<file path="config.mk">
export PLATFORM = sky130hd
export DESIGN_NAME = raster_stamp_fetch
export DESIGN_NICKNAME = d
export VERILOG_FILES = /design/src/rtl/raster_stamp_fetch_pkg.sv /design/src/rtl/raster_fetch_fsm.sv /design/src/rtl/raster_stamp_fetch.sv
export SDC_FILE = /design/constraint.sdc
export NUM_CORES = 1
export LEC_CHECK = 0
export CAP_MARGIN = 20
export CORE_MARGIN = 8
export CORE_UTILIZATION = 38
export CTS_BUF_LIST = sky130_fd_sc_hd__clkbuf_4 sky130_fd_sc_hd__clkbuf_8
export CTS_CLUSTER_DIAMETER = 40
export DETAILED_ROUTE_END_ITERATION = 10
export GPL_TIMING_DRIVEN = 0
export PLACE_DENSITY = 0.83
export SYNTH_ARGS = -nofsm -noshare
export SYNTH_HDL_FRONTEND = slang
export SYNTH_SLANG_ARGS = --single-unit
</file>
<file path="constraint.sdc">
create_clock -name clk -period 3.45 [get_ports clk]
set_input_delay 0.5175 -clock clk [delete_from_list [all_inputs] [get_ports clk]]
set_output_delay 0.5175 -clock clk [all_outputs]
set_load 0.005 [all_outputs]
</file>
<file path="src/rtl/raster_stamp_fetch_pkg.sv">
// Shared types for the raster stamp fetch stage: stamp record, fetch FSM
// states, and the latched request echo returned with the response.
// Latency: n/a (types only). Backpressure: n/a.
package raster_stamp_fetch_pkg;

    localparam int UUID_WIDTH      = 44;
    localparam int NW_WIDTH        = 2;
    localparam int NR_BITS         = 5;
    localparam int XLEN            = 32;
    localparam int NUM_THREADS     = 4;
    localparam int PERF_CTR_BITS   = 44;
    localparam int RASTER_POS_BITS = 15;

    // Index width that never collapses to zero bits.
    function automatic int log2up(input int x);
        return (x > 1) ? $clog2(x) : 1;
    endfunction

    // The response echo is sized for the widest legal lane/packet split so a
    // single type serves every NUM_LANES configuration.
    localparam int FETCH_TMASK_W = NUM_THREADS;
    localparam int FETCH_PID_W   = log2up(NUM_THREADS);

    typedef struct packed {
        logic [RASTER_POS_BITS-1:0] pos_x;
        logic [RASTER_POS_BITS-1:0] pos_y;
        logic [3:0]                 mask;
    } raster_stamp_t;

    typedef enum logic [1:0] {
        FETCH_IDLE = 2'd0,
        FETCH_WAIT = 2'd1,
        FETCH_RESP = 2'd2
    } raster_fetch_state_e;

    typedef struct packed {
        logic [UUID_WIDTH-1:0]    uuid;
        logic [NW_WIDTH-1:0]      wid;
        logic [FETCH_TMASK_W-1:0] tmask;
        logic [FETCH_PID_W-1:0]   pid;
        logic [NR_BITS-1:0]       rd;
    } raster_fetch_rsp_t;

endpackage

</file>
<file path="src/rtl/raster_fetch_fsm.sv">
// Control for one raster-fetch request: accept, wait for a stamp group or
// exhaustion, then hold the response. Outputs are registered; write and
// response assert together 2 cycles after accept. Holds in RESP until rsp_ready.
// Ports: request/raster/response handshakes in, registered ready/valid/write
// strobes out, plus combinational fire strobes for the top's datapath latches.
module raster_fetch_fsm
    import raster_stamp_fetch_pkg::*;
(
    input  logic clk,
    input  logic reset,
    input  logic req_valid_i,
    input  logic raster_valid_i,
    input  logic raster_done_i,
    input  logic rsp_ready_i,
    input  logic hit_any_i,
    output logic req_ready_o,
    output logic raster_ready_o,
    output logic write_enable_o,
    output logic rsp_valid_o,
    output logic req_fire_o,
    output logic consume_o,
    output logic done_fire_o
);

    raster_fetch_state_e state_q;
    logic req_ready_q;
    logic raster_ready_q;
    logic write_enable_q;
    logic rsp_valid_q;

    assign req_fire_o  = req_valid_i && req_ready_q;
    assign consume_o   = raster_valid_i && raster_ready_q;
    // A valid group always takes priority over the exhaustion level.
    assign done_fire_o = raster_done_i && !raster_valid_i && raster_ready_q;

    always_ff @(posedge clk or posedge reset) begin
        if (reset) begin
            state_q        <= FETCH_IDLE;
            req_ready_q    <= 1'b1;
            raster_ready_q <= 1'b0;
            write_enable_q <= 1'b0;
            rsp_valid_q    <= 1'b0;
        end else begin
            // Write strobe is a single-cycle pulse on the WAIT->RESP edge.
            write_enable_q <= 1'b0;
            case (state_q)
                FETCH_IDLE: begin
                    if (req_fire_o) begin
                        state_q        <= FETCH_WAIT;
                        req_ready_q    <= 1'b0;
                        raster_ready_q <= 1'b1;
                    end
                end
                FETCH_WAIT: begin
                    if (consume_o || done_fire_o) begin
                        state_q        <= FETCH_RESP;
                        raster_ready_q <= 1'b0;
                        rsp_valid_q    <= 1'b1;
                        write_enable_q <= consume_o && hit_any_i;
                    end
                end
                FETCH_RESP: begin
                    if (rsp_ready_i) begin
                        state_q     <= FETCH_IDLE;
                        rsp_valid_q <= 1'b0;
                        req_ready_q <= 1'b1;
                    end
                end
                default: begin
                    state_q        <= FETCH_IDLE;
                    req_ready_q    <= 1'b1;
                    raster_ready_q <= 1'b0;
                    rsp_valid_q    <= 1'b0;
                end
            endcase
        end
    end

    assign req_ready_o    = req_ready_q;
    assign raster_ready_o = raster_ready_q;
    assign write_enable_o = write_enable_q;
    assign rsp_valid_o    = rsp_valid_q;

endmodule

</file>
<file path="src/rtl/raster_stamp_fetch.sv">
// Raster fetch stage: pulls one stamp group per SFU request, writes hit lanes
// to the raster CSR store and returns per-lane stamp-present to the SFU.
// Latency: write and response 2 cycles after accept; holds response until rsp_ready.
// Ports: req_* (SFU request), raster_* (stamp stream), write_* (CSR store
// write port), rsp_* (SFU result). Optional RASTER_FETCH_PERF_EN adds
// perf_stall_cycles and perf_stamps counters.
module raster_stamp_fetch
    import raster_stamp_fetch_pkg::*;
#(
    parameter int CORE_ID   = 0,
    parameter int NUM_LANES = 1,
    parameter int PID_WIDTH = log2up(NUM_THREADS / NUM_LANES)
) (
    input  logic                              clk,
    input  logic                              reset,
    input  logic                              req_valid,
    input  logic [UUID_WIDTH-1:0]             req_uuid,
    input  logic [NW_WIDTH-1:0]               req_wid,
    input  logic [NUM_LANES-1:0]              req_tmask,
    input  logic [PID_WIDTH-1:0]              req_pid,
    input  logic [NR_BITS-1:0]                req_rd,
    output logic                              req_ready,
    input  logic                              raster_valid,
    input  raster_stamp_t [NUM_LANES-1:0]     raster_stamps,
    input  logic [NUM_LANES-1:0]              raster_mask,
    input  logic                              raster_done,
    output logic                              raster_ready,
    output logic                              write_enable,
    output logic [UUID_WIDTH-1:0]             write_uuid,
    output logic [NW_WIDTH-1:0]               write_wid,
    output logic [NUM_LANES-1:0]              write_tmask,
    output logic [PID_WIDTH-1:0]              write_pid,
    output raster_stamp_t [NUM_LANES-1:0]     write_data,
`ifdef RASTER_FETCH_PERF_EN
    output logic [PERF_CTR_BITS-1:0]          perf_stall_cycles,
    output logic [PERF_CTR_BITS-1:0]          perf_stamps,
`endif
    output logic                              rsp_valid,
    output logic [UUID_WIDTH-1:0]             rsp_uuid,
    output logic [NW_WIDTH-1:0]               rsp_wid,
    output logic [NUM_LANES-1:0]              rsp_tmask,
    output logic [PID_WIDTH-1:0]              rsp_pid,
    output logic [NR_BITS-1:0]                rsp_rd,
    output logic [NUM_LANES-1:0][XLEN-1:0]    rsp_data,
    input  logic                              rsp_ready
);

    logic req_fire;
    logic consume;
    logic done_fire;
    logic [NUM_LANES-1:0] lane_hit;

    raster_fetch_rsp_t rsp_q, rsp_d;
    logic [NUM_LANES-1:0] hit_q, hit_d;
    raster_stamp_t [NUM_LANES-1:0] stamps_q, stamps_d;

    // Upper tmask/pid bits of the shared echo type are zero for narrow configs.
    logic unused_rsp_bits;
    assign unused_rsp_bits = ^rsp_q;

    // Lanes outside the request mask never hit; their stamps are dropped.
    assign lane_hit = rsp_q.tmask[NUM_LANES-1:0] & raster_mask;

    raster_fetch_fsm u_fsm (
        .clk            (clk),
        .reset          (reset),
        .req_valid_i    (req_valid),
        .raster_valid_i (raster_valid),
        .raster_done_i  (raster_done),
        .rsp_ready_i    (rsp_ready),
        .hit_any_i      (|lane_hit),
        .req_ready_o    (req_ready),
        .raster_ready_o (raster_ready),
        .write_enable_o (write_enable),
        .rsp_valid_o    (rsp_valid),
        .req_fire_o     (req_fire),
        .consume_o      (consume),
        .done_fire_o    (done_fire)
    );

    always_comb begin
        rsp_d    = rsp_q;
        hit_d    = hit_q;
        stamps_d = stamps_q;
        if (req_fire) begin
            rsp_d.uuid  = req_uuid;
            rsp_d.wid   = req_wid;
            rsp_d.tmask = FETCH_TMASK_W'(req_tmask);
            rsp_d.pid   = FETCH_PID_W'(req_pid);
            rsp_d.rd    = req_rd;
        end
        if (consume) begin
            hit_d = lane_hit;
            for (int i = 0; i < NUM_LANES; i++) begin
                stamps_d[i] = lane_hit[i] ? raster_stamps[i] : '0;
            end
        end else if (done_fire) begin
            hit_d    = '0;
            stamps_d = '0;
        end
    end

    always_ff @(posedge clk or posedge reset) begin
        if (reset) begin
            rsp_q    <= '0;
            hit_q    <= '0;
            stamps_q <= '0;
        end else begin
            rsp_q    <= rsp_d;
            hit_q    <= hit_d;
            stamps_q <= stamps_d;
        end
    end

    assign write_uuid  = rsp_q.uuid;
    assign write_wid   = rsp_q.wid;
    assign write_tmask = hit_q;
    assign write_pid   = rsp_q.pid[PID_WIDTH-1:0];
    assign write_data  = stamps_q;

    assign rsp_uuid  = rsp_q.uuid;
    assign rsp_wid   = rsp_q.wid;
    assign rsp_tmask = rsp_q.tmask[NUM_LANES-1:0];
    assign rsp_pid   = rsp_q.pid[PID_WIDTH-1:0];
    assign rsp_rd    = rsp_q.rd;

    // Result per lane is the zero-extended stamp-present bit.
    always_comb begin
        rsp_data = '0;
        for (int i = 0; i < NUM_LANES; i++) begin
            rsp_data[i][0] = hit_q[i];
        end
    end

`ifdef RASTER_FETCH_PERF_EN
    logic [PERF_CTR_BITS-1:0] perf_stall_q, perf_stall_d;
    logic [PERF_CTR_BITS-1:0] perf_stamps_q, perf_stamps_d;
    logic [PERF_CTR_BITS-1:0] hit_cnt;

    always_comb begin
        hit_cnt = '0;
        for (int i = 0; i < NUM_LANES; i++) begin
            hit_cnt = hit_cnt + PERF_CTR_BITS'(lane_hit[i]);
        end
        perf_stall_d  = perf_stall_q;
        perf_stamps_d = perf_stamps_q;
        if (raster_ready && !raster_valid && !raster_done) begin
            perf_stall_d = perf_stall_q + 1'b1;
        end
        if (consume) begin
            perf_stamps_d = perf_stamps_q + hit_cnt;
        end
    end

    always_ff @(posedge clk or posedge reset) begin
        if (reset) begin
            perf_stall_q  <= '0;
            perf_stamps_q <= '0;
        end else begin
            perf_stall_q  <= perf_stall_d;
            perf_stamps_q <= perf_stamps_d;
        end
    end

    assign perf_stall_cycles = perf_stall_q;
    assign perf_stamps       = perf_stamps_q;
`endif

endmodule

</file>
=== Word-level counts from Yosys, hierarchy flattened ===
Cells that the tools add are included.

* Bits in registers: 95
* Input bits: 95
* Output and inout port bits: 173

* Eq/ne operators: 5
* Mux-type cells: 20
* Bitwise logic cells: 4
* Reduce and logical (&&, ||, !) cells: 13

{| class="wikitable"
|+ Operators by type and width
! cell !! count
|-
| 2-to-1 mux 34 bit || 3
|-
| AND reduction 3 bit || 4
|-
| 2-to-1 mux 1 bit || 10
|-
| one-hot mux 1 bit (3 select lines) || 3
|-
| 2-to-1 mux 2 bit || 3
|-
| one-hot mux 2 bit (3 select lines) || 1
|-
| logical AND 1 bit || 5
|-
| != test 2 bit, second input constant || 2
|-
| inverter 1 bit || 3
|-
| equality test 2 x 1 -> 1 bit, second input constant || 1
|-
| equality test 2 bit, second input constant || 1
|-
| zero test 2 bit || 1
|-
| != test 2 x 1 -> 1 bit, second input constant || 1
|-
| nonzero test 2 bit || 1
|-
| bitwise AND 1 bit || 1
|-
| zero test 1 bit || 1
|-
| logical OR 1 bit || 1
|}

=== Depth between registers and ports, before layout ===
Gate-level depths: netlist of run 1.

* Depth in word-level cells: 6
* Gate-level depth with buffers: 4
* Gate-level depth less buffers: 3

=== Modules after synthesis ===
Synthesis of run 1 repeated with hierarchy kept, for this count alone.

* Cells, all modules: 305
* Area total of the unflattened synthesis: 4272.8 um^2

{| class="wikitable"
|+ Modules (own cells, without submodules)
! module !! times used !! cells an instance !! area an instance (um^2)
|-
| raster_stamp_fetch || 1 || 279 || 3987.6
|-
| raster_fetch_fsm || 1 || 26 || 285.3
|}

=== Worst setup path before layout of run 1 ===
No wires, ideal clock.

* Kind: input -> register
* From: input raster_valid
* To: register stamps_q (netlist bit write_data[30])
* Arrival time: 1.149 ns
* Setup slack: 2.180 ns
* Stages: 4
* Path buffers: 2
* Cells stage by stage: and4_1 -> buf_4 -> buf_4 -> a22o_1

* Cells in the longest elaborated chain, start to end: 4
* Elaborated cells on any way between the ends: 6
* Classes of those cells: 1 x mux; 5 x reduce/logical

{| class="wikitable"
|+ Ends and longest elaborated chain
! what !! RTL line !! RTL
|-
| start, declared || raster_stamp_fetch.sv:23 || <nowiki>input logic raster_valid,</nowiki>
|-
| zero test 1 bit || raster_fetch_fsm.sv:34 || <nowiki>assign done_fire_o = raster_done_i && !raster_valid_i && raster_ready_q;</nowiki>
|-
| logical AND 1 bit (2 in series) || raster_fetch_fsm.sv:34 ||
|-
| nonzero test 2 bit (no source line) || n/a ||
|-
| end signal, assigned || raster_stamp_fetch.sv:111 || <nowiki>stamps_q <= stamps_d;</nowiki>
|-
| end, declared || raster_stamp_fetch.sv:55 || <nowiki>raster_stamp_t [NUM_LANES-1:0] stamps_q, stamps_d;</nowiki>
|}

Several ways; a longest one is shown, not always the timed one.
A chain may end at the register's enable or synchronous reset.

=== Final worst setup path of run 1 ===
* From: register u_fsm.req_ready_q, in the netlist u_fsm.req_ready_o
* To: output req_ready

{| class="wikitable"
|+ RTL lines
! what !! RTL line !! RTL
|-
| start, declared || raster_fetch_fsm.sv:26 || <nowiki>logic req_ready_q;</nowiki>
|-
| start signal, assigned || raster_fetch_fsm.sv:39 || <nowiki>req_ready_q <= 1'b1;</nowiki>
|-
| start signal, assigned || raster_fetch_fsm.sv:50 || <nowiki>req_ready_q <= 1'b0;</nowiki>
|-
| start signal, assigned || raster_fetch_fsm.sv:66 || <nowiki>req_ready_q <= 1'b1;</nowiki>
|-
| end, declared || raster_stamp_fetch.sv:22 || <nowiki>output logic req_ready,</nowiki>
|}

No word-level cell between the ends.

==> results of run 1 <==
cell type report:
class	instances	area (µm²)	area share, %
well taps	140	175	2.47
clock buffers	9	124	1.75
repair buffers	237	2390	33.7
flip-flops and latches	95	2380	33.6
plain buffers	93	718	10.1
multi-input cells	139	1170	16.5
inverters	2	10.0	0.141
clock inverters	7	120	1.70
power by group through the flow:
stage	clock network, mW	logic, mW	registers, mW
floorplan	0	1.04	1.82
global placement	0	2.65	1.82
detailed placement	0	2.72	1.84
CTS	0.903	2.72	1.83
global route	0.947	2.85	1.88
finish	0.873	2.67	1.82
registers in the layout (all words and copies together) (netlist names):
signal	flops
rsp_uuid	44
write_data	34
rsp_rd	5
rsp_pid	2
rsp_wid	2
u_fsm.state_q	2
rsp_tmask	1
u_fsm.raster_ready_o	1
u_fsm.req_ready_o	1
u_fsm.rsp_valid_o	1
u_fsm.write_enable_o	1
write_tmask	1
routing by layer:
metal,wire length [µm],part of all wire (%),up-vias
met5,0,0,-
met4,93,0.75,0
met3,1430,12,7
met2,6360,51,156
met1,4490,36,1513
li1,-,-,1482
Yosys cell counts (2+ instances only):
master	n
mux2_2	50
dfrtp_1	94
buf_2	3
clkbuf_8	5
buf_4	84
mux2_4	4
a21oi_1	3
a22o_1	34
o21ai_0	2
nor2_1	2
inv_1	2
worst paths after layout:
kind	startpoint	endpoint	slack [ps]	cells after the start
min	u_fsm.state_q[1]	u_fsm.state_q[0]	500	1
min in group asynchronous	reset	rsp_uuid[40]	600	2
max	u_fsm.req_ready_o	req_ready	1410	1
max in group asynchronous	reset	u_fsm.req_ready_o	2150	3
max reg2reg	u_fsm.req_ready_o	rsp_uuid[12]	2070	3
min reg2reg	u_fsm.state_q[1]	u_fsm.state_q[0]	500	1
per-stage QoR:
stage,setup TNS (ps),worst slack [ps],util (%),power [mW],std cells
CTS,0,1370,65.9,5.45,722
global route,0,1360,65.9,5.68,722
floorplan,0,457,-,2.86,329
finish,0,1410,65.9,5.37,722
detailed placement,0,1500,63.6,4.56,706
global placement,-84180,-903,63.4,4.46,705
kinds of logic (layout without fill, tap and decap cells):
logic type,count (synthesis),after routing,synth area share (%)
AO/OA/AOI/OAI,46,46,9.12
buffers and inverters,95,348,17.5
flip-flops,95,95,57.2
multiplexers,54,54,15.0
other,1,31,0.0902
AND/OR/NAND/NOR,8,8,1.14
==> results by group, run 1 <==
Route
  • DRC: 0
  • Avg WL per Cell: 17.1 µm
  • Vias per inst: 4.37
  • ANT nets after route: 0
  • Vias after detailed routing: 3158
  • DRT iter0 DRCs: 72
  • DRT Pass-1 Iters: 4
  • WL final: 12.4 mm

Critical path
  • Arrival @ worst endpoint: 1520 ps
  • Worst-path cell with the longest stage delay: dfstp_2
  • CP top delay family: flip-flops
  • Crit path cell chain: clkdlybuf4s50_1
  • Crit. End Element: output pin
  • Crit start category: flop
  • Worst Setup Path Type: reg2out
  • Max FO, Critical Path: 6
  • Max incr delay on CP: 610 ps
  • Worst endpoint required time: 2930 ps
  • CP Buf/Inv Count: 1

Final layout
  • Fin area: 0.00708 mm²
  • Most frequent cells in the layout: clkdlybuf4s50_1 (236), dfrtp_1 (94), buf_4 (84), mux2_2 (50), a22o_1 (34)
  • Final nets: 672
  • Fillcell total: 835
  • Share of cells above drive strength 1: 29.0%
  • # diodes: 0
  • Commonest non-fill, non-tap cell in the layout: clkdlybuf4s50_1
  • Area grow syn2layout: 70.3%

Yosys
  • Synth Cell Area: 0.00416 mm²
  • Area leader, netlist: dfrtp_1
  • Synth cell types: 27
  • Post-synthesis async set-or-reset flop share: 100%
  • Flip-flop and latch count after synthesis: 95
  • Post-synth EDFFs: 0
  • Top-area cell type share of the netlist area: 56.6%
  • Mean Syn Cell Area: 13.9 µm²
  • Top_reg_cell synth: dfrtp_1
  • Warnings, synthesis: 0
  • Synthesized instance count: 299
  • Synth top area cells: dfrtp_1 (57%), buf_4 (15%), mux2_2 (14%), a22o_1 (7.2%), clkbuf_8 (1.7%)
  • Seq/Total Area, Yosys: 57.2%

Clocking
  • H-tree levels: 3
  • CTS root buf: clkbuf_8
  • Num CTS Buffers: 9
  • Clk_lat worst skew: 350 ps
  • Clk buf depth: 2
  • CTS tree: done
  • # Post-CTS Setup Buffers: 0
  • CTS Sinks: 95
  • Post-cts resize count: 0
  • Clk pin slew, worst setup/hold paths: 90 ps
  • Hold Buf Count CTS: 0

Global route
  • Tot GR Track Use: 16.6%
  • Initial antenna violation count: 0
  • First-pass GRT wire length: 19.0 mm
  • Largest net degree at the start of global routing: 53
  • Number of global-route vias before repair: 3475
  • Grt peak-use layer: met2
  • GRT Residual Overflow: 0
  • Grt met1 use: 16.4%
  • M2 GR Usage: 30.2%
  • Met3 usage: 7.60%

STA
  • Slew Limit Fails: 0
  • Final hold vios: 0
  • Crit share post-route: 59.0%
  • Fmax: 0.491 GHz
  • Final Setup Violations: 0
  • Slew @ Worst Pin: 586 ps
  • Setup Skew: 8.50 ps
  • Min Clock Period, post-route: 2040 ps
  • Slew headroom: 60.9%
  • RSZ-0062 raised after global routing: false
  • Hold slack final: 495 ps

Power and ir drop
  • VDD IR max: 0.395 mV
  • Clock share of power: 16.3%
  • Comb pwr share: 49.8%
  • Pwr dens: 758 mW/mm²
  • Switching share of power: 27.0%
  • Static Leak: 3.28 nW
  • Pint: 3.92 mW
  • Flop pwr share: 33.9%
  • Switching power: 1.45 mW

Die
  • Initial core utilization: 38.7%
  • Die height: 121 µm
  • Total core area: 0.0107 mm²
  • I/O pin cnt: 268
  • Die Area: 0.0145 mm²
  • FP Rows: 38
  • Chip width: 121 µm

Flow run
  • Max_cap viols: 0

Place
  • Area after DPL: 0.00684 mm²
  • Final GP Congestion: 0.800
  • Port buffer count: 236
  • Post-DP HPWL: 10.1 mm

Hold path
  • Worst min-delay path class: reg2reg

Run status
  • Status: complete, no violations
Note: power is estimated with default switching activity, not from simulation.
==> inputs of run 2 (changes only) <==
clock period = 2.1 ns   (was 3.45 ns; I/O delays follow)
==> run 2 against run 1 <==
  * Combinational power increased by 64%
  * First-iteration DRC count increased by 43%
  * Sequential share of layout area about the same
  * Non-clock buffer count increased by 1
  * Global-route usage increased by 0.21 points
  * Die area unchanged
  * Flip-flop and latch count unchanged
  * Clock power increased by 53%
  * Worst hold slack got worse by 150 ps
  * Cell count increased by 0.14%
  * Routed wire length increased by 0.93%
  * Largest cell class unchanged
==> results by group, run 2 (synthesis results as in run 1) <==
STA
  • RSZ-0062 raised after global routing: false
  • Setup Skew: 14.4 ps
  • Min Clock Period, post-route: 1850 ps
  • Final Setup Violations: 0
  • Slew Limit Fails: 0
  • Fmax: 0.540 GHz
  • Final hold vios: 0
  • Crit share post-route: 88.2%
  • Slew headroom: 64.7%
  • Slew @ Worst Pin: 529 ps

Clocking
  • Clk buf depth: 2
  • # Post-CTS Setup Buffers: 0
  • CTS root buf: clkbuf_8
  • Post-cts resize count: 0
  • CTS tree: done
  • Num CTS Buffers: 9
  • H-tree levels: 3
  • Clk pin slew, worst setup/hold paths: 90 ps
  • Clk_lat worst skew: 360 ps
  • CTS Sinks: 95
  • Hold Buf Count CTS: 0

Global route
  • Tot GR Track Use: 16.8%
  • GRT Residual Overflow: 0
  • Largest net degree at the start of global routing: 39
  • First-pass GRT wire length: 19.3 mm
  • Initial antenna violation count: 0
  • Number of global-route vias before repair: 3479

Final layout
  • Final nets: 673
  • Fin area: 0.00708 mm²
  • Share of cells above drive strength 1: 29.2%
  • Fillcell total: 807
  • # diodes: 0
  • Most frequent cells in the layout: clkdlybuf4s50_1 (236), dfrtp_1 (94), buf_4 (84), mux2_2 (50), a22o_1 (34)
  • Max reg flops: 44
  • Core Util, Final: 65.8%
  • Area grow syn2layout: 70.2%
  • Commonest non-fill, non-tap cell in the layout: clkdlybuf4s50_1

Critical path
  • R2R Path Start: u_fsm.req_ready_o
  • CP Buf/Inv Count: 1
  • Arrival @ worst endpoint: 1540 ps
  • Worst Setup Path Type: reg2out
  • Worst-path cell with the longest stage delay: dfstp_2
  • Crit. End Element: output pin
  • Max incr delay on CP: 620 ps
  • CP top delay family: flip-flops
  • Crit. Startpoint: u_fsm.req_ready_o
  • Crit path cell chain: clkdlybuf4s50_1
  • Setup slack, reg-to-reg: 730 ps
  • Crit start category: flop
  • R2R cell count: 3
  • Worst reg2reg path endpoint: rsp_uuid[12]
  • Worst endpoint required time: 1780 ps
  • Max FO, Critical Path: 6

Route
  • Vias per inst: 4.43
  • DRT iter0 DRCs: 103
  • WL final: 12.5 mm
  • Avg WL per Cell: 17.3 µm
  • DRT Pass-1 Iters: 4
  • Vias after detailed routing: 3201
  • Routed wl met3: 1.38 mm
  • Uppermost routed layer: met4
  • ANT nets after route: 0
  • Met2 wire length: 6.37 mm
  • DRC: 0
  • DRT met1 WL: 4.56 mm

Die
  • Initial core utilization: 38.7%
  • Chip width: 121 µm
  • Total core area: 0.0107 mm²
  • Die Area: 0.0145 mm²
  • I/O pin cnt: 268
  • Die height: 121 µm
  • FP Rows: 38

Place
  • Post-DP HPWL: 10.3 mm
  • Area after DPL: 0.00685 mm²
  • Port buffer count: 236
  • Final GP Congestion: 0.780

Power and ir drop
  • Pwr dens: 1230 mW/mm²
  • VDD IR max: 0.647 mV
  • Static Leak: 3.27 nW

Run status
  • Status: complete, no violations

Hold path
  • Worst min-delay path class: in2async

Flow run
  • Max_cap viols: 0
-- run 2: changes by cell type in the layout (fill, tap and decap cells not counted) --
| cell | change |
|---|---|
| clkinvlp_4 | +2 |
| buf_12 | +2 |
| inv_4 | -1 |
| clkinv_2 | -1 |
| bufinv_16 | -1 |
| clkbuf_4 | +1 |
| buf_16 | -1 |
-- run 2: final cells by class --
cell class / instances / area [µm²] / area share, %
inverters: 2 / 11.3 / 0.159
plain buffers: 93 / 718 / 10.2
flip-flops and latches: 95 / 2380 / 33.6
well taps: 140 / 175 / 2.48
clock inverters: 6 / 92.6 / 1.31
clock buffers: 10 / 131 / 1.86
repair buffers: 238 / 2400 / 34.0
multi-input cells: 139 / 1170 / 16.5
-- run 2: routing by layer --
| metal | track usage, % | vias to the layer above |
|---|---|---|
| li1 | - | 1484 |
| met1 | 17.6 | 1527 |
| met2 | 29.5 | 176 |
| met3 | 6.95 | 14 |
| met4 | 6.32 | 0 |
| met5 | 0 | - |
-- run 2: worst max path at each step --
stage / end / slack (ps) / cells past startpoint
after CTS: req_ready / 230 / 1
final: req_ready / 250 / 1
after global routing: req_ready / 190 / 1
after floorplan: rsp_pid[0] / 670 / 1
after global placement: write_data[29] / -300 / 2
after detailed placement: rsp_uuid[9] / 370 / 4
-- run 2: per-stage QoR --
step           setup slack, ps  hold WS, ps  TNS, ps  std cells  total power [mW]
3_3_place_gp              -303          453   -27840        705              7.33
6_report                   247          341        0        723              8.71
5_1_grt                    193          360        0        723              9.25
4_1_cts                    225          332        0        723              8.86
3_5_place_dp               367          486        0        707              7.49
2_1_floorplan              666          443        0        329              4.70
-- run 2: where the power goes --
part / total, mW / internal (mW) / switching [mW]
Combinational: 4.38 / 3.15 / 1.23
Sequential: 3.00 / 2.49 / 0.508
Clock: 1.34 / 0.691 / 0.645
Total: 8.71 / 6.33 / 2.38
==> inputs of run 3 (changes only) <==
SETUP_SLACK_MARGIN = 0.05   (was unset)
==> results of run 3 <==
The final DEF is identical to that of run 2; final timing and power are the same.
